===== config.mk =====
export PLATFORM = sky130hd
export DESIGN_NAME = if_fetch_unit
export DESIGN_NICKNAME = d
export VERILOG_FILES = /design/src/rtl/if_fetch_unit_pkg.sv /design/src/rtl/if_fetch_unit_inst_hold.sv /design/src/rtl/if_fetch_unit.sv
export SDC_FILE = /design/constraint.sdc
export NUM_CORES = 1
export LEC_CHECK = 0
export ABC_AREA = 1
export BUFFER_PORTS_ARGS = -buffer_cell sky130_fd_sc_hd__buf_2
export CAP_MARGIN = 15
export CELL_PAD_IN_SITES_DETAIL_PLACEMENT = 1
export CELL_PAD_IN_SITES_GLOBAL_PLACEMENT = 1
export CORE_MARGIN = 2
export CORE_UTILIZATION = 34
export CTS_CLUSTER_DIAMETER = 100
export DETAILED_ROUTE_END_ITERATION = 10
export GPL_TIMING_DRIVEN = 0
export HOLD_SLACK_MARGIN = 0.12
export PLACE_DENSITY = 0.89
export SLEW_MARGIN = 25
export SYNTH_ARGS = -nofsm -noshare
export SYNTH_HDL_FRONTEND = slang
export SYNTH_SLANG_ARGS = --single-unit

===== constraint.sdc =====
create_clock -name clk -period 1.9 [get_ports clk]
set_input_delay 0.095 -clock clk [delete_from_list [all_inputs] [get_ports clk]]
set_output_delay 0.095 -clock clk [all_outputs]
set_load 0.05 [all_outputs]

===== src/rtl/if_fetch_unit_pkg.sv =====
// Shared constants, types and helpers for the instruction-fetch stage.
package if_fetch_unit_pkg;

    localparam int          STALL_BUS_W      = 6;
    localparam int          IF_TO_ID_WD      = 33;
    localparam int          BR_WD            = 33;
    localparam logic        STOP             = 1'b1;
    localparam logic        NO_STOP          = 1'b0;
    localparam logic [31:0] RESET_PC_DEFAULT = 32'hbfbf_fffc;

    typedef enum logic {
        HOLD_RUN  = 1'b0,
        HOLD_HOLD = 1'b1
    } hold_state_e;

    // A fetch address is only legal on a word boundary.
    function automatic logic pc_misaligned(input logic [31:0] pc);
        return (pc[1:0] != 2'b00);
    endfunction

endpackage


===== src/rtl/if_fetch_unit_inst_hold.sv =====
// Keeps the fetched instruction stable for decode while the IF/ID register is stalled.
module if_inst_hold
    import if_fetch_unit_pkg::*;
(
    input  logic        clk,
    input  logic        rst,
    input  logic        stall_ifid,
    input  logic [31:0] inst_sram_rdata,
    output logic [31:0] id_inst
);

    hold_state_e state_q, state_d;
    logic [31:0] inst_buf_q, inst_buf_d;

    // Next state: capture SRAM data on entry to HOLD only, never reload while held.
    always_comb begin
        state_d    = state_q;
        inst_buf_d = inst_buf_q;
        id_inst    = inst_sram_rdata;
        case (state_q)
            HOLD_RUN: begin
                id_inst = inst_sram_rdata;
                if (stall_ifid == STOP) begin
                    inst_buf_d = inst_sram_rdata;
                    state_d    = HOLD_HOLD;
                end else begin
                    state_d    = HOLD_RUN;
                end
            end
            HOLD_HOLD: begin
                id_inst = inst_buf_q;
                if (stall_ifid == NO_STOP) begin
                    state_d = HOLD_RUN;
                end else begin
                    state_d = HOLD_HOLD;
                end
            end
            default: begin
                id_inst = inst_sram_rdata;
                state_d = HOLD_RUN;
            end
        endcase
    end

    // State and buffer registers with synchronous reset.
    always_ff @(posedge clk) begin
        if (rst) begin
            state_q    <= HOLD_RUN;
            inst_buf_q <= 32'h0000_0000;
        end else begin
            state_q    <= state_d;
            inst_buf_q <= inst_buf_d;
        end
    end

endmodule


===== src/rtl/if_fetch_unit.sv =====
// IF stage: owns the PC, drives the instruction SRAM and remembers branches resolved under stall.
module if_fetch_unit
    import if_fetch_unit_pkg::*;
#(
    parameter logic [31:0] RESET_PC = RESET_PC_DEFAULT,
    parameter int          STALL_W  = STALL_BUS_W
) (
    input  logic                   clk,
    input  logic                   rst,
    input  logic [STALL_W-1:0]     stall,
    input  logic [BR_WD-1:0]       br_bus,
    output logic [IF_TO_ID_WD-1:0] if_to_id_bus,
    output logic                   inst_sram_en,
    output logic [3:0]             inst_sram_wen,
    output logic [31:0]            inst_sram_addr,
    output logic [31:0]            inst_sram_wdata,
    input  logic [31:0]            inst_sram_rdata,
    output logic [31:0]            id_inst,
    output logic                   if_adel
);

    logic        br_e_s;
    logic [31:0] br_addr_s;
    logic        pc_adv_s;
    logic [31:0] next_pc_s;

    logic [31:0] pc_q, pc_d;
    logic        ce_q, ce_d;
    logic        pend_br_q, pend_br_d;
    logic [31:0] pend_addr_q, pend_addr_d;

    logic        unused_stall_s;

    assign br_e_s         = br_bus[32];
    assign br_addr_s      = br_bus[31:0];
    assign unused_stall_s = ^stall[STALL_W-1:2];

    // Next PC selection and the pending-redirect bookkeeping.
    always_comb begin
        ce_d        = 1'b1;
        pc_d        = pc_q;
        pend_br_d   = pend_br_q;
        pend_addr_d = pend_addr_q;
        // ce_d is the enable being latched, so the first released edge already advances.
        pc_adv_s    = ce_d & (stall[0] == NO_STOP);

        if (br_e_s) begin
            next_pc_s = br_addr_s;
        end else if (pend_br_q) begin
            next_pc_s = pend_addr_q;
        end else begin
            next_pc_s = pc_q + 32'd4;
        end

        if (pc_adv_s) begin
            pc_d      = next_pc_s;
            pend_br_d = 1'b0;
        end else if (br_e_s) begin
            pend_br_d   = 1'b1;
            pend_addr_d = br_addr_s;
        end else begin
            pend_br_d   = pend_br_q;
            pend_addr_d = pend_addr_q;
        end
    end

    // PC, fetch-enable and pending-branch registers with synchronous reset.
    always_ff @(posedge clk) begin
        if (rst) begin
            pc_q        <= RESET_PC;
            ce_q        <= 1'b0;
            pend_br_q   <= 1'b0;
            pend_addr_q <= 32'h0000_0000;
        end else begin
            pc_q        <= pc_d;
            ce_q        <= ce_d;
            pend_br_q   <= pend_br_d;
            pend_addr_q <= pend_addr_d;
        end
    end

    assign if_adel         = ce_q & pc_misaligned(pc_q);
    assign inst_sram_en    = ce_q & ~if_adel;
    assign inst_sram_wen   = 4'b0000;
    assign inst_sram_addr  = pc_q;
    assign inst_sram_wdata = 32'h0000_0000;
    assign if_to_id_bus    = {ce_q, pc_q};

    if_inst_hold u_inst_hold (
        .clk             (clk),
        .rst             (rst),
        .stall_ifid      (stall[1]),
        .inst_sram_rdata (inst_sram_rdata),
        .id_inst         (id_inst)
    );

endmodule


Yosys cells after proc, flatten, opt, wreduce, memory -nomap -nowiden --
Index checks and enable logic that the tools add are counted. Widths: inputs -> output; s select.
Storage, ports and cells: flip-flop bits (word level) 99, input port bits 73, output and inout port bits 135, logic and storage cells 21
Operators by class: add/sub/neg operators 1, multiplexer cells 5, bitwise logic cells 5, reduce and logical (&&, ||, !) cells 4
Operators by type and width (count):
- $mux 32 | 2
- $pmux 32 s2 | 1
- $add 32x3->32 const B | 1
- $reduce_and 2->1 | 2
- $not 1->1 | 3
- $and 1x1->1 | 2
- $mux 1 | 2
- $reduce_bool 2->1 | 1
- $reduce_or 2->1 | 1

Longest topological paths before layout --
Gate-level depths: netlist (run 1).
word-level depth 4, depth in mapped cells 10, mapped depth without buffers 10

Hierarchy --
From an unflattened synthesis (run 1), not the netlist that was laid out.
Unflattened totals: cells, all modules 878, area, all modules 5761.8 um^2
By module, submodules not included:
- if_fetch_unit | times used 1, cells an instance 595, area an instance 4015.1 um^2, seq. area each 1321.3 um^2
- if_inst_hold | times used 1, cells an instance 283, area an instance 1746.7 um^2, seq. area each 660.6 um^2

Worst setup path before layout (run 1) --
Ideal clock, no wire load.
path kind register to register, start register pc_q[2], in the netlist inst_sram_addr[2], end register pc_q[28], in the netlist inst_sram_addr[28], arrival 1718 ps, data required time 1778 ps, setup slack 60 ps, stages on the path, launching flop included 11, cell sequence dfxtp_1 > ha_1 > nand2_1 > nor2_2 > nand2_2 > nor2_2 > nand2_1 > nand2_1 > nand2_1 > nand2_1 > a21oi_1
Between the ends: longest elaborated chain between the ends 3
RTL lines:
- start, declared | RTL line if_fetch_unit.sv:27 | logic [31:0] pc_q, pc_d;
- start signal, assigned | RTL line if_fetch_unit.sv:75 | pc_q <= pc_d;
- $add 32x3->32 | RTL line if_fetch_unit.sv:52 | next_pc_s = pc_q + 32'd4;
- $mux 32 | RTL line if_fetch_unit.sv:49 | end else if (pend_br_q) begin
- $mux 32 | RTL line if_fetch_unit.sv:47 | if (br_e_s) begin
Every way passes these cells. A chain may end at the register's enable or synchronous reset.

Final worst setup path (run 1) --
start register u_inst_hold.state_q, end output id_inst[26]
Between the ends: longest elaborated chain between the ends 2
RTL lines:
- start, declared | RTL line if_fetch_unit_inst_hold.sv:12 | hold_state_e state_q, state_d;
- start signal, assigned | RTL line if_fetch_unit_inst_hold.sv:51 | state_q <= state_d;
- $not 1->1 | RTL line if_fetch_unit_inst_hold.sv:20 | case (state_q)
- $pmux 32 s2 * | RTL line if_fetch_unit_inst_hold.sv:20
- end, declared | RTL line if_fetch_unit.sv:18 | output logic [31:0] id_inst,
Every way passes the cells marked *; elsewhere a longest branch is shown, timed or not.

==> results of run 1 <==
==> logic make-up after synthesis <==
group / after synthesis
and+or+nand+nor: 301
AOI/OAI and AO/OA: 220
buffers and inverters: 190
DFF: 99
xor gates and xnor gates: 4
adders and majority gates: 1
other: 1
==> worst register-to-register path, delay by kind of cell, from the launching register on <==
kind	cells	cell delay, ns
AOI/OAI and AO/OA	1	0.12
xor gates and xnor gates	1	0.17
adders and majority gates	1	0.28
DFF	1	0.42
and+or+nand+nor	5	0.68
==> placed cells by master (no fill, tap or decap), types with 3 or more instances in the layout <==
master	synthesis	routed
a21oi_1	72	72
a221oi_1	16	15
nor2_1	106	106
o21ai_0	108	103
inv_2	5	5
nand2_1	151	151
clkbuf_1	25	21
nor2_4	5	5
a221oi_2	10	11
xor2_1	3	3
o21ai_1	1	6
buf_2	8	161
clkbuf_16	0	9
nand2_2	7	7
dfxtp_1	99	98
inv_1	77	76
a22oi_1	7	7
clkbuf_2	0	4
dlygate4sd3_1	0	68
nand3_1	18	18
clkbuf_4	0	10
buf_4	72	76
nor2_2	8	8
conb_1	1	36
==> per-layer routing <==
layer  share of wire [%]  track usage [%]
met2                  51             46.7
met3                 5.5             4.90
met5                   0                0
met4                 4.9             13.7
met1                  39             27.1
==> power breakdown <==
group | internal, mW | total (mW) | switching, mW | leakage [nW]
combinational | 0.672 | 2.27 | 1.60 | 2.88
clock | 1.22 | 2.07 | 0.857 | 0.155
sequential | 2.23 | 2.38 | 0.152 | 0.820
==> per-stage QoR <==
stage	hold WS, ns	setup TNS, ns	worst slack [ns]	utilization [%]	area, um^2
after floorplan	0.167	0	0.0599	-	5740
final	0.290	0	0.0351	49.4	7900
after global routing	0.301	-0.0353	-0.0353	49.4	7900
after detailed placement	0.328	0	0.108	42.8	6840
after global placement	0.308	0	0.135	42.8	6840
after CTS	0.282	0	0.00205	49.0	7840
==> final cells by class <==
cell class | count | area share (%)
antenna | 2 | 0.0634
clock inverter | 2 | 0.760
multi-input combinational | 562 | 34.9
clock buffer | 12 | 3.25
timing repair buffer | 234 | 19.6
sequential | 99 | 25.1
buffer | 107 | 8.90
tap | 216 | 3.42
inverter | 83 | 3.99
==> worst max path at each step <==
stage                                               from                              end  slack [ns]
after global placement    inst_sram_addr[2]$_SDFFE_PP1N_  inst_sram_addr[16]$_SDFFE_PP1N_        0.13
after floorplan           inst_sram_addr[2]$_SDFFE_PP1N_  inst_sram_addr[28]$_SDFFE_PP1N_        0.06
after global routing      u_inst_hold.state_q$_SDFF_PP0_                      id_inst[26]       -0.04
after CTS                 u_inst_hold.state_q$_SDFF_PP0_                      id_inst[18]       0.002
final                     u_inst_hold.state_q$_SDFF_PP0_                      id_inst[26]        0.04
after detailed placement  inst_sram_addr[2]$_SDFFE_PP1N_  inst_sram_addr[18]$_SDFFE_PP1N_        0.11
==> state kept, by name, summed over array words and instances, names as in the netlist <==
register and cells:
ce_q 1, u_inst_hold.state_q 1, u_inst_hold.inst_buf_q 32, inst_sram_addr 32
pend_br_q 1, pend_addr_q 32
==> repair_timing <==
action / CTS / global route
hold endpoints to repair: 89 / 0
resized for setup: 3 / 32
hold buffers: 68 / 0
endpoints found under the setup margin: 2 / 36
cloned: 0 / 0
==> flow_metrics.py, run 1 <==
metrics = {
    "outcome": {
        "outcome": "finished clean",
    },
    "worst_setup_path": {
        "worst-path-stages": 4,
        "critical_path_arrival_ns": 1.77,
        "critical_path_required_ns": 1.80,
        "crit_path_cell_trace": "inv_1 > clkbuf_2 > o21ai_0 > buf_2",
        "startpoint_type": "register",
        "cpPeakStageDelay_ns": 0.44,
        "regToRegSetupSlack_ns": 0.17,
        "r2r_start": "inst_sram_addr[3]$_SDFFE_PP1N_",
        "crit_fanout": 10,
        "worst_setup_path_end_kind": "output pin",
        "timing.critical_path.buf_inv": 3,
        "cp_slowest_cell": "dfxtp_1",
        "critical_path_class": "register to output pin",
        "timing.rr.end": "inst_sram_addr[18]$_SDFFE_PP1N_",
        "reg2reg_depth": 8,
        "critPathTopFamily": "buffers and inverters",
    },
    "drt": {
        "vias": 6484,
        "drt_pre_antenna_iters": 4,
        "drt-vias-per-instance": 4.92,
        "ant_nets": 0,
        "finalWirelength_mm": 22.5,
        "drt-wirelength-per-cell_um": 17.1,
        "drt_iter0_drc": 250,
        "drc": 0,
    },
    "logic_synthesis": {
        "yosys_warnings": 0,
        "synth-compound-area-share_pct": 23.0,
        "ys_async_sr_fraction_pct": 0,
        "syn-instance-count": 816,
        "yosys.area.top_type": "dfxtp_1",
        "synth.area.top_cells": "dfxtp_1 35%, nand2_1 10%, buf_4 9.6%",
        "synth_most_common_cell": "nand2_1",
        "syn_area_per_cell_um2": 6.87,
        "synth_edf_count": 0,
        "synth_seq_cells": 99,
        "ys_seq_area_share_pct": 35.3,
        "synth_commonest_cells": "151 x nand2_1, 108 x o21ai_0, 106 x nor2_1",
        "synth_ff_type": "dfxtp_1",
        "synth_top_family_by_area": "compound AO/OA/AOI/OAI gates",
        "synth_xor_area_share_pct": 0.625,
        "synth.distinct_cells": 32,
        "synthAdderAreaFrac_pct": 0.223,
        "syn_area_um2": 5610,
        "synth.top_cell.area_share_pct": 35.3,
        "synthSimpleGateAreaFrac_pct": 22.7,
        "synth_mux_area_share_pct": 0,
    },
    "final_layout": {
        "fillers": 2102,
        "syn2layout_area_growth_pct": 40.8,
        "multi_input_area_um2": 2760,
        "drive_gt1_share_pct": 28.0,
        "register_area_um2": 1980,
        "nNetsFinal": 1170,
        "final_cells": 1317,
    },
    "global_route": {
        "gr-total-overflow": 0,
        "grt_first_pass_wirelength_mm": 35.0,
        "grt_max_degree": 15,
        "grt_antenna_before_repair": 1,
        "grt_usage_pct": 25.3,
        "grt_pass1_vias": 6795,
    },
    "timing": {
        "slew_viol_final": 0,
        "final.period_utilization_pct": 98.2,
        "setup_viol": 0,
        "finalHoldViolCount": 0,
        "period_needed_ns": 1.86,
        "fin_skew_ns": 0.0108,
        "fmax_mhz": 536,
    },
    "clocking": {
        "cts.sinks": 99,
        "cts_made_buffers": 9,
        "clkTransAtPathRegs_ns": 0.08,
        "cts_setup_buffers": 0,
        "cts_buffer_depth": 2,
        "clkLatencyLatePin_ns": 0.36,
        "htreeDepth": 3,
        "cts_root_buf": "clkbuf_16",
        "cts_tree": "yes",
    },
    "power_and_ir_drop": {
        "power.density_nw_per_um2": 851,
        "leakage_nw": 3.86,
        "finalPower_mw": 6.73,
        "vdd_drop_max_mv": 0.464,
    },
    "placement": {
        "hpwl_mm": 14.8,
        "gp_congestion": 0.860,
        "io_buffers": 166,
        "numPlacedInstances": 1233,
    },
    "floorplanning": {
        "rows": 46,
        "die_area_um2": 17500,
        "ios": 208,
        "fp.coreArea_um2": 16000,
        "die_h_um": 132,
        "start_util_pct": 35.1,
        "die_w_um": 132,
    },
    "run": {
        "cap_violations": 0,
    },
    "min_path": {
        "min_path_cells": 5,
        "hold_end": "inst_sram_addr[9]$_SDFFE_PP1N_",
        "min_path_type": "input port to register",
        "worstHoldStart": "br_bus[32]",
    },
}
(Power assumes the default switching activity.)
==> inputs of run 2 (changes only) <==
--- a/config.mk
+++ b/config.mk
@@ -5,19 +5,17 @@
 export SDC_FILE = /design/constraint.sdc
 export NUM_CORES = 1
 export LEC_CHECK = 0
-export ABC_AREA = 1
 export BUFFER_PORTS_ARGS = -buffer_cell sky130_fd_sc_hd__buf_2
 export CAP_MARGIN = 15
 export CELL_PAD_IN_SITES_DETAIL_PLACEMENT = 1
 export CELL_PAD_IN_SITES_GLOBAL_PLACEMENT = 1
 export CORE_MARGIN = 2
-export CORE_UTILIZATION = 34
+export CORE_UTILIZATION = 35
 export CTS_CLUSTER_DIAMETER = 100
 export DETAILED_ROUTE_END_ITERATION = 10
 export GPL_TIMING_DRIVEN = 0
 export HOLD_SLACK_MARGIN = 0.12
 export PLACE_DENSITY = 0.89
-export SLEW_MARGIN = 25
 export SYNTH_ARGS = -nofsm -noshare
 export SYNTH_HDL_FRONTEND = slang
 export SYNTH_SLANG_ARGS = --single-unit
==> flow_metrics.py, run 2 <==
metrics = {
    "outcome": {
        "outcome": "finished clean",
    },
    "global_route": {
        "grt_max_degree": 18,
        "gr-total-overflow": 0,
        "grt_usage_pct": 24.6,
        "grt_first_pass_wirelength_mm": 32.7,
        "grt_antenna_before_repair": 0,
        "grt_pass1_vias": 6317,
    },
    "clocking": {
        "htreeDepth": 3,
        "cts_buffer_depth": 2,
        "clkLatencyLatePin_ns": 0.35,
        "cts_tree": "yes",
        "cts_root_buf": "clkbuf_16",
        "cts_made_buffers": 9,
        "clkTransAtPathRegs_ns": 0.07,
        "cts.sinks": 99,
    },
    "worst_setup_path": {
        "critPathTopFamily": "simple AND/OR/NAND/NOR gates",
        "critical_path_required_ns": 2.18,
        "timing.critical_path.buf_inv": 1,
        "cp_slowest_cell": "dfxtp_1",
        "critical_path_class": "register to register",
        "worst_setup_path_end_kind": "register",
        "crit_path_cell_trace": "nand4_1 > nor4_4 > buf_4 > a311oi_1 > nor3_1",
        "timing.rr.end": "inst_sram_addr[25]$_SDFFE_PP1N_",
        "critical_path_arrival_ns": 2.11,
        "cpPeakStageDelay_ns": 0.50,
        "crit_fanout": 9,
        "reg2reg_depth": 5,
        "startpoint_type": "register",
        "regToRegSetupSlack_ns": 0.06,
        "r2r_start": "inst_sram_addr[4]$_SDFFE_PP1N_",
    },
    "timing": {
        "slew_viol_final": 0,
        "setup_viol": 0,
        "slew_headroom_pct": 34.1,
        "period_needed_ns": 1.84,
        "hold_slack_ns": 0.323,
        "tightest_slew_ns": 0.985,
        "rsz0062_at_grt": "yes",
        "finalHoldViolCount": 0,
        "fmax_mhz": 544,
        "setup_ws_ns": 0.0626,
        "fin_skew_ns": 0.00561,
        "final.period_utilization_pct": 96.7,
    },
    "power_and_ir_drop": {
        "swShare_pct": 39.2,
        "power.switching_mw": 2.56,
        "leakage_nw": 3.43,
        "combPwrFrac_pct": 34.1,
        "p_seq_share_pct": 36.2,
        "clockPowerShare_pct": 29.7,
        "vdd_drop_max_mv": 0.458,
        "internal-power_mw": 3.98,
        "power.density_nw_per_um2": 837,
        "finalPower_mw": 6.54,
    },
    "placement": {
        "hpwl_mm": 14.1,
        "gp_congestion": 0.822,
        "io_buffers": 166,
        "numPlacedInstances": 1112,
        "pre_cts_slack_ns": -0.0555,
    },
    "drt": {
        "drt-wirelength-per-cell_um": 18.0,
        "ant_nets": 0,
        "drc": 0,
        "drt_pre_antenna_iters": 4,
        "drt_iter0_drc": 308,
        "drt-vias-per-instance": 5.17,
        "finalWirelength_mm": 21.5,
        "vias": 6175,
    },
    "floorplanning": {
        "fp.coreArea_um2": 15700,
        "die_w_um": 130,
        "die_area_um2": 17000,
        "ios": 208,
        "die_h_um": 130,
        "rows": 46,
        "start_util_pct": 35.5,
    },
    "logic_synthesis": {
        "ys_async_sr_fraction_pct": 0,
        "synth_commonest_cells": "151 x nand2_1, 99 x dfxtp_1, 85 x a21oi_1",
        "ys_seq_area_share_pct": 35.5,
        "synth.distinct_cells": 55,
        "synth.area.top_cells": "dfxtp_1 36%, nand2_1 10%, buf_4 9.4%",
        "synth.top_cell.area_share_pct": 35.5,
        "syn-instance-count": 695,
        "synth_edf_count": 0,
        "synth_ff_type": "dfxtp_1",
        "synth_most_common_cell": "nand2_1",
        "yosys_warnings": 0,
        "syn_area_um2": 5580,
        "synth_seq_cells": 99,
        "yosys.area.top_type": "dfxtp_1",
        "syn_area_per_cell_um2": 8.02,
    },
    "final_layout": {
        "syn2layout_area_growth_pct": 40.2,
        "final_common_cell": "buf_2",
        "final_cells": 1195,
        "layout_common_cells": "175 x buf_2, 151 x nand2_1, 96 x dfxtp_1",
        "fillers": 1959,
        "drive_gt1_share_pct": 33.2,
        "diodes": 0,
        "nNetsFinal": 1048,
    },
    "min_path": {
        "worstHoldStart": "stall[0]",
        "hold_end": "inst_sram_addr[30]$_SDFFE_PP0N_",
        "min_path_cells": 4,
        "min_path_type": "input port to register",
    },
    "run": {
        "cap_violations": 0,
    },
}
==> run 2: repair_timing <==
| item | 4_1_cts | 5_1_grt |
|---|---|---|
| pin swaps | 1 | 2 |
| hold buffers | 66 | 0 |
| endpoints found under the setup margin | 35 | 18 |
| setup buffers | 1 | 2 |
| hold endpoints to repair | 71 | 0 |
| gates resized for setup | 5 | 5 |
==> run 2: logic make-up after synthesis <==
logic type / synth area share (%)
and+or+nand+nor: 21.5
AOI/OAI and AO/OA: 21.3
buffers and inverters: 14.5
DFF: 35.5
muxes: 6.82
adders and majority gates: 0.224
other: 0.0672
==> run 2: worst reg2reg max path: stages, from the launching register on <==
cell and delay, ns:
dfxtp_1 0.50, nand4_1 0.38, nor4_4 0.36, buf_4 0.22, a311oi_1 0.12, nor3_1 0.19
==> run 2: layout make-up <==
type                       instances  area, um^2  share of cell area [%]
buffer                           116         734                    9.39
clock buffer                      10         239                    3.06
clock inverter                     6        70.1                   0.896
inverter                          20        75.1                   0.960
multi-input combinational        493        2930                    37.5
sequential                        99        1990                    25.4
tap                              216         270                    3.46
timing repair buffer             235        1510                    19.4
==> run 2: worst max-delay path by stage <==
stage / start / to / depth (start not counted)
floorplan: inst_sram_addr[11]$_SDFFE_PP1N_ / inst_sram_addr[27]$_SDFFE_PP1N_ / 4
global placement: inst_sram_addr[2]$_SDFFE_PP1N_ / inst_sram_addr[24]$_SDFFE_PP1N_ / 5
detailed placement: inst_sram_addr[2]$_SDFFE_PP1N_ / inst_sram_addr[18]$_SDFFE_PP1N_ / 5
CTS: inst_sram_addr[4]$_SDFFE_PP1N_ / inst_sram_addr[25]$_SDFFE_PP1N_ / 4
global route: inst_sram_addr[4]$_SDFFE_PP1N_ / inst_sram_addr[25]$_SDFFE_PP1N_ / 5
finish: inst_sram_addr[4]$_SDFFE_PP1N_ / inst_sram_addr[25]$_SDFFE_PP1N_ / 5
==> run 2: stage by stage <==
stage / cell area, um^2 / TNS [ns] / util (%)
2_1_floorplan: 5710 / 0 / -
3_3_place_gp: 6810 / -0.0274 / 43.4
3_5_place_dp: 6810 / -0.158 / 43.4
4_1_cts: 7790 / 0 / 49.6
5_1_grt: 7820 / -0.0548 / 49.8
6_report: 7820 / 0 / 49.8
==> run 2: power by group through the flow <==
stage | Sequential, mW | Combinational [mW] | Clock (mW)
after global placement | 2.40 | 2.03 | 0
after global routing | 2.39 | 2.35 | 2.05
after detailed placement | 2.40 | 2.06 | 0
after floorplan | 2.58 | 1.39 | 0
final | 2.37 | 2.23 | 1.95
after CTS | 2.36 | 2.18 | 1.98
==> run 2: layer usage <==
layer  wire length, um  GRT usage, %  share of wire (%)
met3              1250          6.03                5.8
met4               306          6.96                1.4
met2             11300          45.9                 53
met5                 0             0                  0
met1              8640          27.6                 40
